===== src/rtl/regfile_mp_pkg.sv =====
// Shared types and default sizes for the multi-port register file.
// Optional same-cycle write-to-read bypass is enabled with REGFILE_MP_BYPASS_EN.
package regfile_mp_pkg;

    localparam int DW_DEF   = 32;
    localparam int NREG_DEF = 32;
    localparam int NRD_DEF  = 2;

    typedef enum logic {
        IDLE  = 1'b0,
        CLEAR = 1'b1
    } clr_state_t;

endpackage


===== src/rtl/regfile_mp_clr_fsm.sv =====
// Clear-sweep controller: walks every register index once, one per cycle,
// and tells the array which entry to zero while clr_busy is high.
module regfile_mp_clr_fsm
    import regfile_mp_pkg::*;
#(
    parameter  int NREG = NREG_DEF,
    localparam int AW   = $clog2(NREG)
) (
    input  logic          clk,
    input  logic          rst_n,
    input  logic          clr_req,
    output logic          clr_busy,
    output logic          clr_we,
    output logic [AW-1:0] clr_addr
);

    localparam logic [AW-1:0] LAST = AW'(NREG - 1);

    clr_state_t    state, state_nxt;
    logic [AW-1:0] idx, idx_nxt;

    always_ff @(posedge clk or negedge rst_n) begin
        if (!rst_n) begin
            state <= IDLE;
            idx   <= '0;
        end else begin
            state <= state_nxt;
            idx   <= idx_nxt;
        end
    end

    // A request seen while already sweeping is dropped, not queued.
    always_comb begin
        state_nxt = state;
        idx_nxt   = idx;
        unique case (state)
            IDLE: begin
                if (clr_req) begin
                    state_nxt = CLEAR;
                    idx_nxt   = '0;
                end
            end
            CLEAR: begin
                if (idx == LAST) begin
                    state_nxt = IDLE;
                    idx_nxt   = '0;
                end else begin
                    idx_nxt = idx + AW'(1);
                end
            end
            default: begin
                state_nxt = IDLE;
                idx_nxt   = '0;
            end
        endcase
    end

    assign clr_busy = (state == CLEAR);
    assign clr_we   = clr_busy;
    assign clr_addr = idx;

endmodule


===== src/rtl/regfile_mp.sv =====
// Register file with two write ports, NRD combinational read ports and a
// one-entry-per-cycle clear sweep. Define REGFILE_MP_BYPASS_EN for write-to-read bypass.
module regfile_mp
    import regfile_mp_pkg::*;
#(
    parameter  int DW       = DW_DEF,
    parameter  int NREG     = NREG_DEF,
    parameter  int NRD      = NRD_DEF,
    parameter  int ZERO_REG = 1,
    localparam int AW       = $clog2(NREG)
) (
    input  logic              clk,
    input  logic              rst_n,
    input  logic              we0,
    input  logic [AW-1:0]     wa0,
    input  logic [DW-1:0]     wd0,
    input  logic              we1,
    input  logic [AW-1:0]     wa1,
    input  logic [DW-1:0]     wd1,
    input  logic [NRD*AW-1:0] ra,
    output logic [NRD*DW-1:0] rd,
    input  logic              clr_req,
    output logic              clr_busy
);

    logic [DW-1:0] mem [NREG];
    logic          clr_we;
    logic [AW-1:0] clr_addr;
    logic          wr_en0, wr_en1;

    regfile_mp_clr_fsm #(
        .NREG(NREG)
    ) u_clr_fsm (
        .clk      (clk),
        .rst_n    (rst_n),
        .clr_req  (clr_req),
        .clr_busy (clr_busy),
        .clr_we   (clr_we),
        .clr_addr (clr_addr)
    );

    assign wr_en0 = we0 && !clr_busy;
    assign wr_en1 = we1 && !clr_busy;

    // Priority per entry: hardwired zero, then sweep, then port 1, then port 0.
    always_ff @(posedge clk or negedge rst_n) begin
        if (!rst_n) begin
            for (int i = 0; i < NREG; i++) begin
                mem[i] <= '0;
            end
        end else begin
            for (int i = 0; i < NREG; i++) begin
                if (ZERO_REG != 0 && i == 0) begin
                    mem[i] <= '0;
                end else if (clr_we && clr_addr == AW'(i)) begin
                    mem[i] <= '0;
                end else if (wr_en1 && wa1 == AW'(i)) begin
                    mem[i] <= wd1;
                end else if (wr_en0 && wa0 == AW'(i)) begin
                    mem[i] <= wd0;
                end
            end
        end
    end

    for (genvar k = 0; k < NRD; k++) begin : g_rd
        logic [AW-1:0] addr;
        logic [DW-1:0] val;

        assign addr = ra[k*AW +: AW];

        always_comb begin
            val = mem[addr];
`ifdef REGFILE_MP_BYPASS_EN
            // Bypass is held off under reset so rd stays 0 while rst_n is low.
            if (rst_n && !clr_busy) begin
                if (we0 && wa0 == addr) begin
                    val = wd0;
                end
                if (we1 && wa1 == addr) begin
                    val = wd1;
                end
            end
`endif
            if (ZERO_REG != 0 && addr == '0) begin
                val = '0;
            end
        end

        assign rd[k*DW +: DW] = val;
    end

endmodule


===== config.mk =====
export PLATFORM = sky130hd
export DESIGN_NAME = regfile_mp
export DESIGN_NICKNAME = d
export VERILOG_FILES = /design/src/rtl/regfile_mp_pkg.sv /design/src/rtl/regfile_mp_clr_fsm.sv /design/src/rtl/regfile_mp.sv
export SDC_FILE = /design/constraint.sdc
export NUM_CORES = 2
export LEC_CHECK = 0
export BUFFER_PORTS_ARGS = -buffer_cell sky130_fd_sc_hd__buf_2
export CORE_UTILIZATION = 40
export CTS_CLUSTER_DIAMETER = 40
export CTS_CLUSTER_SIZE = 25
export DETAILED_ROUTE_END_ITERATION = 8
export GPL_TIMING_DRIVEN = 0
export PLACE_DENSITY_LB_ADDON = 0.08
export SYNTH_ARGS = -nofsm -noshare
export SYNTH_HDL_FRONTEND = slang
export SYNTH_SLANG_ARGS = --single-unit
export TNS_END_PERCENT = 5

===== constraint.sdc =====
create_clock -name clk -period 3.2 [get_ports clk]
set_clock_uncertainty 0.1 [all_clocks]
set_input_delay 0 -clock clk [delete_from_list [all_inputs] [get_ports clk]]
set_output_delay 0 -clock clk [all_outputs]
set_load 0.05 [all_outputs]

==> out/results.ini <==
[grt]
grt_pass1_vias=54100
grt_pass1_wl_um=424000
grt_max_degree=148
grt_overflow_total=0
grt.total_usage=0.376
grt_antenna_before_repair=3

[synth]
ys_warn_count=0
synth_compound_area_frac=0.201
synthMuxAreaShare=0.316
synth_top_family_by_area=multiplexers
syn_inst=5551
synthSimpleGateAreaFrac=0.0359
syn_area_per_cell_um2=11.4
ys.flop_type=dfrtp_1
synth_cell_types=44
synth_area_um2=63300
synthAdderAreaFrac=0.00138
async_flop_share=1.00
synth_fp_nets=5647
synth-xor-area-share=0
synth_edf_count=0
ys_ff_latch=998
yosysSeqAreaShare=0.395

[detailed_routing]
drt-vias-per-instance=6.64
routedWlPerCell_um=36.9
dr_wl_met2_um=130000
topRoutingLayerUsed=met4
ant_nets=0
drtIter0Drc=6135
wl_met3_um=26100
vias=54800
drt_wl_total_um=305000
firstDrtPassIters=6
wirelength_met1_um=128000
drc=0

[hold_path]
hold_path.class=input pin to register

[power_and_ir_drop]
cellPowerDensity_nw_per_um2=642
total_power_uw=49100
leakage_uw=0.0299
ir_drop_uv=643

[layout]
syn_to_final_growth_pct=20.9
final_cell_mix=mux2i_1 (1629), dfrtp_1 (997), o2bb2ai_1 (956)
regArea_um2=25000
final_common_cell=mux2i_1
post-route-cell-area_um2=76500
layout-drive-gt1-share=0.189
nFillCells=14400
multiInputGateArea_um2=36200
finalNetCount=6113

[clocking]
numClockSinks=998
path_clk_slew_ns=0.05
cts-buffers-inserted=205
clk_latency_ns=0.83
cts_buffer_depth=3
cts-root-buf=clkbuf_16
cts_tree=done
htreeDepth=4

[floorplan]
ios=154
die_y_um=400
core_area_um2=157000
rows=145
die_area_um2=160000
initial_core_util=0.404
die_x_um=400

[setup_path]
critPathRequiredTime_ns=3.10
crit_path_start_kind=input pin
slowest_delay_ns=0.82
arrival_ns=3.34
endpoint_kind=output port
crit_path_top_delay_cell=buf_1
path_max_fanout=10
worstSetupPathType=input pin to output port
path_cells=clkbuf_2, nand2b_1, clkbuf_1, buf_1, o22ai_1, nor3_1, nor3_2, buf_2

[placement]
place_area_um2=66800
portBuffers=149
routabilityCongestion=1.04
hpwl_um=234000

[outcome]
status=finished with violations
failed_checks=setup timing

[sta]
drv_slew=0
max_freq_mhz=291
slew_headroom=0.149
setup_slack_ns=-0.242
tightest_slew_ns=1.28
post-route-period-util=1.08
finalHoldViolCount=0
setup_viol=425
fin_crit_ns=3.44
rsz0062_at_grt=yes

[run]
maxCapViolCount=0

[metrics by stage]
step	TNS, ns	util	hold WS (ns)	cells	worst slack (ns)
finish	-29.64	0.488	0.0477	8259	-0.242
global route	-31.31	0.488	0.0682	8252	-0.192
CTS	-51.77	0.486	0.00485	8244	-0.229
detailed placement	-206.18	0.427	-0.168	7768	-1.53
global placement	-	0.425	0.217	7758	-22.14
floorplan	0	-	-0.396	5551	0.316
[power breakdown]
part | internal (µW) | switching, µW
Combinational | 3780 | 6000
Sequential | 14600 | 1850
Clock | 14900 | 7950
[timing repair]
action / CTS / global route
hold endpoints to repair: 1282 / 0
gates resized for setup: 211 / 120
pin swaps: 7 / 11
endpoints found under the setup margin: 854 / 958
hold buffers: 98 / 0
buffers inserted: 0 / 7
[state kept, by name, indices dropped and copies added, names as in the netlist]
| name | flops |
|---|---|
| u_clr_fsm.clr_busy | 1 |
| mem | 992 |
| u_clr_fsm.clr_addr | 5 |
[path summary, 6_finish.rpt]
check                                             start  cells past startpoint  slack, ns                    to
max in group asynchronous                         rst_n                      6       0.54  mem[188]$_DFFE_PN0P_
min reg2reg                        mem[202]$_DFFE_PN0P_                      1       0.41  mem[202]$_DFFE_PN0P_
min                                             wd0[11]                      4       0.05  mem[683]$_DFFE_PN0P_
min in group asynchronous                         rst_n                      4       0.22  mem[807]$_DFFE_PN0P_
max reg2reg                u_clr_fsm.clr_busy$_DFF_PN0_                      6      -0.23   mem[84]$_DFFE_PN0P_
max                                               ra[7]                      8      -0.24                rd[44]
[logic make-up after synthesis]
family / count (synthesis)
compound gates: 1589
flops: 998
simple gates: 389
mux: 1827
buf+inv: 741
fa+ha+maj: 7
[synthesized netlist by cell type (34+ instances only)]
library cell,count,area share
mux2i_1,1632,0.26
a21oi_1,86,0.0068
o2bb2ai_1,957,0.13
mux2_2,66,0.012
nor2_1,40,0.0024
dfrtp_1,998,0.39
a211oi_1,76,0.0090
mux4_2,129,0.046
nor4_1,34,0.0034
clkbuf_1,524,0.031
a22oi_1,63,0.0075
buf_2,154,0.012
nor3_1,175,0.014
o22ai_1,256,0.025
nor2b_1,40,0.0040
a221o_1,63,0.010
[layer usage]
metal / track usage / vias to the layer above
li1: - / 23000
met1: 0.505 / 28300
met2: 0.549 / 2828
met3: 0.0902 / 625
met4: 0.221 / 0
met5: 0 / -
[layout make-up]
cell class | instances | area share
multi-input combinational | 3812 | 0.473
sequential | 998 | 0.327
clock buffer | 281 | 0.0771
buffer | 732 | 0.0444
tap | 2058 | 0.0337
timing repair buffer | 264 | 0.0265
clock inverter | 102 | 0.0185
antenna | 8 | 0.000262
inverter | 4 | 0.000196
[worst max-delay path: cells and delay by family]
| family | cells | cell delay [ns] |
|---|---|---|
| AOI/OAI and AO/OA | 1 | 0.22 |
| buffers and inverters | 4 | 2.08 |
| and+or+nand+nor | 3 | 0.99 |
Note: power is estimated with default switching activity, not from simulation.
